<file path="config.mk">
export PLATFORM = sky130hd
export DESIGN_NAME = uart_byte_rx
export DESIGN_NICKNAME = d
export VERILOG_FILES = /design/src/rtl/uart_pkg.sv /design/src/rtl/rx_sync.sv /design/src/rtl/uart_byte_rx.sv
export SDC_FILE = /design/constraint.sdc
export NUM_CORES = 1
export LEC_CHECK = 0
export ABC_AREA = 1
export BUFFER_PORTS_ARGS = -buffer_cell sky130_fd_sc_hd__buf_2
export CAP_MARGIN = 10
export CORE_ASPECT_RATIO = 0.8
export CORE_UTILIZATION = 30
export DETAILED_ROUTE_END_ITERATION = 12
export GPL_ROUTABILITY_DRIVEN = 0
export SLEW_MARGIN = 40
export SYNTH_ARGS = -nofsm -noshare
export SYNTH_HDL_FRONTEND = slang
export SYNTH_HIERARCHICAL = 1
export SYNTH_SLANG_ARGS = --single-unit
</file>
<file path="constraint.sdc">
create_clock -name sclk -period 1.4 [get_ports sclk]
set_input_delay 0 -clock sclk [delete_from_list [all_inputs] [get_ports sclk]]
set_output_delay 0 -clock sclk [all_outputs]
set_load 0.03 [all_outputs]
</file>
<file path="src/rtl/uart_pkg.sv">
// Shared UART definitions: clock/baud defaults, bit-period derivation and
// receiver state encodings, common to the receive and transmit sides.
package uart_pkg;

  localparam int unsigned DEF_CLK_FREQ = 50_000_000;
  localparam int unsigned DEF_BAUD     = 115200;

  // Whole system clocks per serial bit (434 at the defaults).
  function automatic int unsigned baud_cnt(input int unsigned clk_freq,
                                           input int unsigned baud);
    return clk_freq / baud;
  endfunction

  typedef enum logic [1:0] {
    ST_IDLE  = 2'd0,
    ST_START = 2'd1,
    ST_DATA  = 2'd2,
    ST_STOP  = 2'd3
  } rx_state_e;

endpackage

</file>
<file path="src/rtl/rx_sync.sv">
// Two-flop synchronizer for the serial line plus a falling-edge detector.
// All flops reset to 1 so that a line idling high never looks like an edge.
module rx_sync (
  input  logic sclk,
  input  logic reset,
  input  logic rs232_rx,
  output logic rx_s,
  output logic fall
);

  logic sync_1;
  logic sync_d;

  always_ff @(posedge sclk or negedge reset) begin
    if (!reset) begin
      sync_1 <= 1'b1;
      rx_s   <= 1'b1;
      sync_d <= 1'b1;
    end else begin
      sync_1 <= rs232_rx;
      rx_s   <= sync_1;
      sync_d <= rx_s;
    end
  end

  // A fall needs a preceding 1, so a line stuck low cannot retrigger.
  assign fall = sync_d & ~rx_s;

endmodule

</file>
<file path="src/rtl/uart_byte_rx.sv">
// 8N1 UART byte receiver: 2-of-3 majority voting around each bit centre,
// early return to IDLE at the stop-bit decision for back-to-back frames.
module uart_byte_rx
  import uart_pkg::*;
#(
  parameter int unsigned CLK_FREQ = DEF_CLK_FREQ,
  parameter int unsigned BAUD     = DEF_BAUD
) (
  input  logic       sclk,
  input  logic       reset,
  input  logic       rs232_rx,
  output logic [7:0] rx_data,
  output logic       rx_valid,
  output logic       rx_frame_err,
  output logic       rx_busy,
  output rx_state_e  dbg_state
);

  localparam int unsigned BAUD_CNT = baud_cnt(CLK_FREQ, BAUD);
  localparam int unsigned HALF     = BAUD_CNT / 2;
  localparam int unsigned CNT_W    = $clog2(BAUD_CNT);

  localparam logic [CNT_W-1:0] CNT_LAST = CNT_W'(BAUD_CNT - 1);
  localparam logic [CNT_W-1:0] SMP_A    = CNT_W'(HALF - 1);
  localparam logic [CNT_W-1:0] SMP_B    = CNT_W'(HALF);
  localparam logic [CNT_W-1:0] SMP_C    = CNT_W'(HALF + 1);

  rx_state_e        state, state_nxt;
  logic [CNT_W-1:0] cnt, cnt_nxt;
  logic [2:0]       bit_idx, bit_idx_nxt;
  logic [7:0]       shreg;
  logic             smp_a, smp_b;
  logic             rx_s, fall;
  logic             maj, decide, cnt_end;
  logic             shift_en, load_data, frame_err;

  rx_sync u_sync (
    .sclk     (sclk),
    .reset    (reset),
    .rs232_rx (rs232_rx),
    .rx_s     (rx_s),
    .fall     (fall)
  );

  // Third vote is the live sample, taken on the decision cycle itself.
  assign maj     = (smp_a & smp_b) | (smp_a & rx_s) | (smp_b & rx_s);
  assign decide  = (cnt == SMP_C);
  assign cnt_end = (cnt == CNT_LAST);

  always_comb begin
    state_nxt   = state;
    cnt_nxt     = cnt_end ? '0 : cnt + 1'b1;
    bit_idx_nxt = bit_idx;
    shift_en    = 1'b0;
    load_data   = 1'b0;
    frame_err   = 1'b0;
    case (state)
      ST_IDLE: begin
        cnt_nxt     = '0;
        bit_idx_nxt = '0;
        if (fall) state_nxt = ST_START;
      end
      ST_START: begin
        if (decide && maj) begin
          state_nxt = ST_IDLE;
          cnt_nxt   = '0;
        end else if (cnt_end) begin
          state_nxt   = ST_DATA;
          bit_idx_nxt = '0;
        end
      end
      ST_DATA: begin
        shift_en = decide;
        if (cnt_end) begin
          if (bit_idx == 3'd7) state_nxt = ST_STOP;
          else                 bit_idx_nxt = bit_idx + 1'b1;
        end
      end
      ST_STOP: begin
        if (decide) begin
          state_nxt = ST_IDLE;
          cnt_nxt   = '0;
          load_data = maj;
          frame_err = ~maj;
        end
      end
      default: state_nxt = ST_IDLE;
    endcase
  end

  always_ff @(posedge sclk or negedge reset) begin
    if (!reset) begin
      state        <= ST_IDLE;
      cnt          <= '0;
      bit_idx      <= '0;
      shreg        <= '0;
      smp_a        <= 1'b1;
      smp_b        <= 1'b1;
      rx_data      <= '0;
      rx_valid     <= 1'b0;
      rx_frame_err <= 1'b0;
    end else begin
      state        <= state_nxt;
      cnt          <= cnt_nxt;
      bit_idx      <= bit_idx_nxt;
      if (cnt == SMP_A) smp_a <= rx_s;
      if (cnt == SMP_B) smp_b <= rx_s;
      if (shift_en)     shreg <= {maj, shreg[7:1]};
      if (load_data)    rx_data <= shreg;
      rx_valid     <= load_data;
      rx_frame_err <= frame_err;
    end
  end

  assign rx_busy   = (state != ST_IDLE);
  assign dbg_state = state;

endmodule

</file>
Word level (Yosys, flattened, before mapping) --
Cells that the tools add are included.
Storage, ports and cells: bits in read-only memories 0, memories 0, latch bits 0, input port bits 3, output and inout port bits 13, logic and storage cells 65, register bits 37, RAM bits 0
Operators by class: div/mod/pow operators 0, $lt $le $gt $ge 0, $mul 0, muxes and demuxes 21, reductions and logical operators 6, bitwise logic cells 8, shift-type cells 0, $add $sub $neg 2, eq/ne operators 16
Operators with widths (number):
- $eq A9 B8 Y1 const B | 3
- $mux W9 | 3
- $pmux W9 S3 | 1
- $ne A2 B2 Y1 const B | 7
- $mux W2 | 6
- $mux W3 | 4
- $reduce_and A5 Y1 | 2
- $add A9 B1 Y9 const B | 1
- $eq A9 B9 Y1 const B | 1
- $pmux W3 S3 | 1
- $pmux W2 S4 | 1
- $mux W1 | 5
- $and A1 B1 Y1 | 4
- $eq A2 B2 Y1 const B | 2
- $add A3 B1 Y3 const B | 1
- $eq A3 B3 Y1 const B | 1
- $ne A3 B3 Y1 const B | 1
- $reduce_bool A3 Y1 | 1
- $eq A2 B1 Y1 const B | 1
- $logic_not A2 Y1 | 1
- $not A1 Y1 | 2
- $or A1 B1 Y1 | 2
- $reduce_bool A2 Y1 | 1
- $logic_and A1 B1 Y1 | 1

Depth between registers and ports, before layout --
Gate-level depths: netlist of the first run.
word-level depth 6, gate-level depth with buffers 10, mapped depth without buffers 10

Hierarchy --
The synthesis of the first run kept the hierarchy.
Modules (own cells, without submodules):
- uart_byte_rx | area each 1631.6 µm², cells an instance 184, instances 1, seq. area each 853.3 µm²
- rx_sync | area each 88.8 µm², cells an instance 5, instances 1, seq. area each 78.8 µm²

Worst setup path before layout of the first run --
Ideal clock, no wire load.
kind register to register, start point reg state[0], in the netlist dbg_state[0], end point reg with a tool-made name, setup slack -151 ps, data arrival time 1431 ps, buffers on the path 0, stages on the path, launching flop included 8, required time 1281 ps, setup time 119 ps, period minus slack after synthesis 1551 ps, path through dfrtp_1 inv_1 nand2_1 or2_2 nand2_1 nor2_1 nand3_1 nand2_1
RTL lines:
- start: declaration | RTL line uart_byte_rx.sv:28 | rx_state_e state, state_nxt;
- start signal: assignment | RTL line uart_byte_rx.sv:103 | state <= state_nxt;

Final worst setup path of the first run --
start point reg cnt[0], end point reg cnt[3]
Between the ends: cells in the longest elaborated chain, start to end 4, elaborated cells on any way between the ends 8, classes of those cells add/sub: 1; eq/ne: 2; mux: 4; reduce/logical: 1
RTL lines:
- start: declaration | RTL line uart_byte_rx.sv:29 | logic [CNT_W-1:0] cnt, cnt_nxt;
- start signal: assignment | RTL line uart_byte_rx.sv:104 | cnt <= cnt_nxt;
- $add A9 B1 Y9, or another cell as far along | RTL line uart_byte_rx.sv:52 | cnt_nxt = cnt_end ? '0 : cnt + 1'b1;
- $mux W9 or $logic_and A1 B1 Y1 (tied branches) | RTL line uart_byte_rx.sv:52, uart_byte_rx.sv:64
- $mux W9, on equally long branches | RTL line uart_byte_rx.sv:80, uart_byte_rx.sv:64
- $pmux W9 S3 (*) | RTL line uart_byte_rx.sv:57 | case (state)
- via cnt_nxt[3] | RTL line uart_byte_rx.sv:29
The timed path passes the listed nets; every way through them passes the cells marked *. A chain may end at the register's enable or synchronous reset.

==> results.py, run 1 <==
metrics = {
    "outcome": {
        "run_status": "complete, but fails checks",
        "violations": "negative setup slack",
    },
    "yosys": {
        "yosys_warnings": 6,
        "yosysTopAreaCell": "dfrtp_1",
        "synth_area_mm2": 0.001720,
        "netlist.area_leader.share": 0.4655,
        "synthCells": 189,
        "synth_area_leaders": "dfrtp_1 47%, nand2_1 10%, dfstp_2 7.6%",
        "synth-seq-cells": 37,
        "syn_avg_cell_area_um2": 9.103,
        "synth_nets": 198,
        "synth_seq_area_share": 0.5418,
        "ys_types": 26,
    },
    "timing": {
        "slew_viol_final": 0,
        "hold_viol_final": 0,
        "fin_crit_sh": 1.021,
        "timing.fmax_ghz": 0.6993,
        "setup_tns_ns": -0.1914,
        "fin_skew_ns": 0.004315,
        "finalWorstSetupSlack_ns": -0.02995,
        "setup_viol": 13,
        "min_period_ns": 1.430,
        "slew_headroom": 0.6881,
        "tightest_slew_ns": 0.4678,
        "rsz0062_at_grt": "true",
    },
    "die": {
        "core_area_mm2": 0.005495,
        "fp.dieArea_mm2": 0.006044,
        "dieWidth_um": 86.67,
        "start_util": 0.3131,
        "rows": 24,
        "pin_count": 16,
        "die_h_um": 69.74,
    },
    "finish": {
        "num_antenna_cells": 0,
        "fillers": 553,
        "multi_input_area_um2": 809.5,
        "fin_area_mm2": 0.002267,
        "drive_gt1_frac": 0.3957,
        "area_growth_pct": 31.78,
        "final-seq-area_um2": 934.6,
        "utilization": 0.4126,
        "mostFrequentLayoutCells": "39 x nand2_1, 30 x dfrtp_1, 21 x buf_4",
        "nets": 243,
        "layout_commonest_cell": "nand2_1",
    },
    "worst_setup_path": {
        "setup.worst_path.end_class": "register",
        "worstReg2RegEnd": "cnt[3]",
        "cp.arrival_ns": 1.61,
        "critPathRequiredTime_ns": 1.58,
        "worstReg2RegStart": "cnt[0]",
        "critPathMaxFanout": 6,
        "rr_worst_depth": 9,
        "cp-start-kind": "register",
        "regToRegSetupSlack_ns": -0.03,
        "crit_type": "reg2reg",
    },
    "grt": {
        "antenna_found_initial": 0,
        "grt_first_pass_wirelength_um": 5934,
        "track_usage": 0.1292,
        "gr-total-overflow": 0,
        "grt_max_degree": 38,
        "grt_pass1_vias": 1314,
    },
    "place": {
        "dp_hpwl_um": 2198,
        "pre_cts_slack_ns": -0.1022,
        "io_buffers": 15,
        "place_area_mm2": 0.001986,
    },
    "cts": {
        "cts.path.max_buffers": 2,
        "cts-root-buf": "clkbuf_8",
        "numCtsBuffers": 5,
        "cts_tree": "done",
        "path_clk_slew_ns": 0.07,
        "worstSkewPairLatency_ns": 0.29,
        "cts_max_level": 2,
        "cts.sinks": 37,
    },
    "pwr": {
        "leakagePower_uw": 0.001083,
        "total_power_uw": 3341,
        "ir_drop_mv": 0.4109,
        "powerDensity_mw_per_mm2": 1474,
    },
    "detailed_routing": {
        "num_vias": 1304,
        "vias_per_cell": 4.166,
        "wl_per_cell_um": 10.69,
        "ant_nets": 0,
        "drt-total-wl_um": 3346,
        "drc": 0,
        "drt_pass1_iterations": 4,
        "drtIter0Drc": 51,
    },
    "min_path": {
        "min_path_type": "in2async",
    },
    "run": {
        "drv_cap": 0,
    },
}
==> state kept, by name, indices dropped and copies added (netlist names), 3 cells and up, named ones only <==
| register | flops |
|---|---|
| rx_data | 8 |
| shreg | 8 |
| bit_idx | 3 |
| cnt | 9 |
==> critical path: stages (launching register included) <==
cell and delay (ns):
dfrtp_1 0.40, inv_2 0.09, ha_4 0.14, nand2_4 0.04
nor2_4 0.13, nand3_4 0.16, nand2_4 0.13, nand2_4 0.08
nand2_4 0.11, nor2_1 0.05
==> worst max-delay path by stage <==
stage | start | endpoint | slack (ns)
after floorplan | dbg_state[0] | register | 0.008
after global placement | cnt[0] | cnt[5] | -0.07
after detailed placement | cnt[0] | cnt[8] | -0.10
after CTS | cnt[0] | rx_data[6] | -0.02
after global routing | cnt[0] | dbg_state[0] | -0.13
final | cnt[0] | cnt[3] | -0.03
==> synthesized netlist by cell type, drive strengths merged <==
master and number:
a21oi 6, inv 24, xnor2 1, nand3 8, nand2 49, nand4 3
dfstp 5, nor3 1, and2 1, nor2 26, o21bai 1, buf 2
ha 6, or2 1, xor2 4, o21ai 19, dfrtp 32
==> routing by layer <==
metal	part of all wire	vias to the layer above	global-route usage
met5	0	-	0
met4	0.016	0	0.05556
met3	0.041	5	0.03214
met2	0.43	21	0.1790
met1	0.52	593	0.1896
li1	-	685	-
==> power by group <==
part	leakage, uW	switching (uW)	internal (uW)	total [uW]
Combinational	0.000555	767	525	1290
Sequential	0.000484	140	1200	1340
Clock	0.0000450	362	345	707
==> stage by stage <==
stage	std cells	hold slack [ns]
detailed placement	295	0.07388
global placement	295	0.06604
global route	313	0.3369
finish	313	0.2894
floorplan	189	-0.2956
CTS	311	0.2938
==> area by class of cell <==
type	count	share of cell area
Clock inverter	2	0.004415
Inverter	24	0.03974
Sequential cell	37	0.4123
Multi-Input combinational cell	128	0.3571
Timing Repair Buffer	38	0.1115
Clock buffer	6	0.03201
Tap cell	78	0.04305
==> kinds of logic after synthesis <==
group	after synthesis	share of synthesized area
XOR/XNOR	5	0.02545
buffers and inverters	26	0.06690
AND/OR/NAND/NOR	89	0.2407
adder cells (fa/ha/maj)	6	0.04364
AO/OA/AOI/OAI	26	0.08146
flip-flops	37	0.5418
==> what timing repair did <==
action / 4_1_cts / 5_1_grt
hold buffers: 2 / 0
hold endpoints to repair: 33 / 0
pin swaps: 13 / 10
cloned: 2 / 0
buffers inserted: 4 / 2
resized for setup: 19 / 21
endpoints found under the setup margin: 22 / 29
Note: power is estimated with default switching activity, not from simulation.
==> inputs of run 2 (changes only) <==
--- a/config.mk
+++ b/config.mk
@@ -15,5 +15,4 @@
 export SLEW_MARGIN = 40
 export SYNTH_ARGS = -nofsm -noshare
 export SYNTH_HDL_FRONTEND = slang
-export SYNTH_HIERARCHICAL = 1
 export SYNTH_SLANG_ARGS = --single-unit
==> constraint.sdc (replaced) <==
create_clock -name sclk -period 1.5 [get_ports sclk]
set_input_delay 0 -clock sclk [delete_from_list [all_inputs] [get_ports sclk]]
set_output_delay 0 -clock sclk [all_outputs]
set_load 0.03 [all_outputs]
==> results.py, run 2 <==
metrics = {
    "die": {
        "core_area_mm2": 0.005555,
        "pin_count": 16,
        "start_util": 0.3173,
        "dieWidth_um": 87.71,
        "die_h_um": 70.57,
        "fp.dieArea_mm2": 0.006189,
        "rows": 24,
    },
    "run": {
        "drv_cap": 0,
    },
    "yosys": {
        "synth_nets": 199,
        "synth_top_family_by_area": "simple AND/OR/NAND/NOR gates",
        "synth_seq_area_share": 0.5287,
        "synthFlopType": "dfrtp_1",
        "synthSimpleGateAreaFrac": 0.2335,
        "synth-edff-count": 0,
        "synth_area_mm2": 0.001763,
        "yosys_warnings": 0,
        "synthMuxAreaShare": 0,
        "synthArstFlopShare": 1.000,
        "yosys-top-cells-count": "42 x nand2_1, 32 x dfrtp_1, 25 x inv_1",
        "synthCells": 190,
        "synth_compound_area_frac": 0.08730,
        "synth_area_leaders": "dfrtp_1 45%, nand2_1 8.9%, dfstp_2 7.5%",
        "synth-seq-cells": 37,
        "synthXorXnorAreaFrac": 0.03478,
        "syn_avg_cell_area_um2": 9.279,
        "yosysMostFrequentCell": "nand2_1",
        "ys_types": 27,
        "yosysTopAreaCell": "dfrtp_1",
        "synthAdderAreaFrac": 0.04258,
        "netlist.area_leader.share": 0.4542,
    },
    "pwr": {
        "total_power_uw": 2734,
        "powerDensity_mw_per_mm2": 1188,
        "leakagePower_uw": 0.001098,
        "ir_drop_mv": 0.4787,
    },
    "worst_setup_path": {
        "setup.worst_path.end_class": "register",
        "crit_slowest_cell": "dfrtp_1",
        "worstReg2RegStart": "cnt[0]",
        "max_stage_delay_ns": 0.40,
        "crit_family": "simple AND/OR/NAND/NOR gates",
        "crit_type": "reg2reg",
        "critPathMaxFanout": 5,
        "critPathRequiredTime_ns": 1.69,
        "crit_chain": "inv_2, ha_4, nand2_4, nor2_4, nand3_4, nor2_4, buf_4, a21oi_2",
        "cpMostUsedCell": "nor2_4",
        "crit_buf_inv": 2,
        "cp.arrival_ns": 1.67,
        "startpoint": "cnt[0]",
        "cp-start-kind": "register",
        "cp.depth": 8,
        "rr_worst_depth": 8,
    },
    "detailed_routing": {
        "num_vias": 1306,
        "drt_pass1_iterations": 4,
        "drt-total-wl_um": 3465,
        "ant_nets": 0,
        "drtIter0Drc": 75,
        "wl_per_cell_um": 11.18,
        "drc": 0,
        "vias_per_cell": 4.213,
    },
    "cts": {
        "worstSkewPairLatency_ns": 0.29,
        "cts_max_level": 2,
        "cts.sinks": 37,
        "path_clk_slew_ns": 0.08,
        "numCtsBuffers": 5,
        "cts.path.max_buffers": 2,
        "cts_tree": "done",
        "cts-root-buf": "clkbuf_8",
    },
    "finish": {
        "nets": 240,
        "fin_area_mm2": 0.002301,
        "largest_register": "cnt",
        "mostFrequentLayoutCells": "34 x nand2_1, 32 x dfrtp_1, 22 x inv_1",
        "layout_commonest_cell": "nand2_1",
        "largest_reg_flops": 9,
        "num_antenna_cells": 0,
        "area_growth_pct": 30.52,
        "reg_top3": "cnt x9, rx_data x8, shreg x8",
        "drive_gt1_frac": 0.3922,
    },
    "grt": {
        "grt_pass1_vias": 1243,
        "grt_max_degree": 38,
        "gr-total-overflow": 0,
        "antenna_found_initial": 0,
        "grt_first_pass_wirelength_um": 5623,
        "track_usage": 0.1208,
    },
    "timing": {
        "finalWorstSetupSlack_ns": 0.02087,
        "tightest_slew_ns": 0.4688,
        "timing.fmax_ghz": 0.6761,
        "setup_tns_ns": 0,
        "slew_headroom": 0.6875,
        "fin_skew_ns": 0.003673,
        "timing.hold.ws_ns": 0.2787,
        "slew_viol_final": 0,
        "fin_crit_sh": 0.9861,
        "min_period_ns": 1.479,
        "rsz0062_at_grt": "true",
        "hold_viol_final": 0,
        "setup_viol": 0,
    },
    "place": {
        "place_area_mm2": 0.001979,
        "io_buffers": 15,
        "pre_cts_slack_ns": -0.007933,
        "dp_hpwl_um": 2196,
    },
    "outcome": {
        "run_status": "complete, no violations",
    },
    "min_path": {
        "min_path_type": "in2async",
    },
}
-- run 2: cell count changes after synthesis, sizes merged --
| cell | previous run | this run |
|---|---|---|
| nand2 | 49 | 46 |
| nor2 | 26 | 29 |
| inv | 24 | 26 |
| o21ai | 19 | 17 |
| a21oi | 6 | 7 |
| nand3 | 8 | 7 |
| nand4 | 3 | 2 |
| o21bai | 1 | 0 |
| or2 | 1 | 2 |
| xnor2 | 1 | 2 |
| xor2 | 4 | 5 |
-- run 2: worst register-to-register path: cells and delay by family, from the launching register on --
kind	cells	cell delay, ns
AND/OR/NAND/NOR	4	0.54
flip-flops	1	0.40
buffers and inverters	2	0.24
adder cells (fa/ha/maj)	1	0.15
AO/OA/AOI/OAI	1	0.05
-- run 2: final timing paths --
| kind | end | slack [ns] |
|---|---|---|
| min | rx_frame_err | 0.28 |
| min in group sclk | u_sync.sync_1 | 0.35 |
| min reg2reg | u_sync.rx_s | 0.36 |
| max in group asynchronous | smp_b | 0.88 |
| max | rx_data[4] | 0.02 |
| max reg2reg | rx_data[4] | 0.02 |
-- run 2: kinds of logic (layout without fill, tap and decap cells) --
group / Yosys count / in the layout
AND/OR/NAND/NOR: 88 / 90
AO/OA/AOI/OAI: 24 / 24
adder cells (fa/ha/maj): 6 / 6
flip-flops: 37 / 37
XOR/XNOR: 7 / 7
buffers and inverters: 28 / 68
-- run 2: per-stage QoR --
step,util,instances
3_5_place_dp,0.3563,291
4_1_cts,0.3829,301
3_3_place_gp,0.3563,291
6_report,0.4142,310
5_1_grt,0.4142,310
2_1_floorplan,-,190
-- run 2: area by class of cell --
type                       instances  area [um2]
timing repair buffer              34       226.5
fill                             557        3254
tap                               78       97.59
sequential                        37       932.1
inverter                          26       97.59
multi-input combinational        127       832.0
clock buffer                       5       68.82
clock inverter                     3       46.29
-- run 2: what timing repair did --
item | 4_1_cts | 5_1_grt
pin swaps | 0 | 12
gates resized for setup | 2 | 34
buffers inserted | 0 | 7
endpoints found under the hold margin | 33 | 0
setup endpoints to repair | 12 | 23
hold buffers | 2 | 0
cloned | 0 | 2
-- run 2: layer usage --
metal,wire [um],GRT usage,up-vias
li1,-,-,671
met1,1718,0.1639,605
met2,1528,0.1723,22
met3,133,0.03267,8
met4,85,0.07104,0
met5,0,0,-
-- run 2: power by group --
part           internal (uW)  switching, uW
logic                    294            403
registers               1080           83.0
clock network            497            377
total                   1870            863
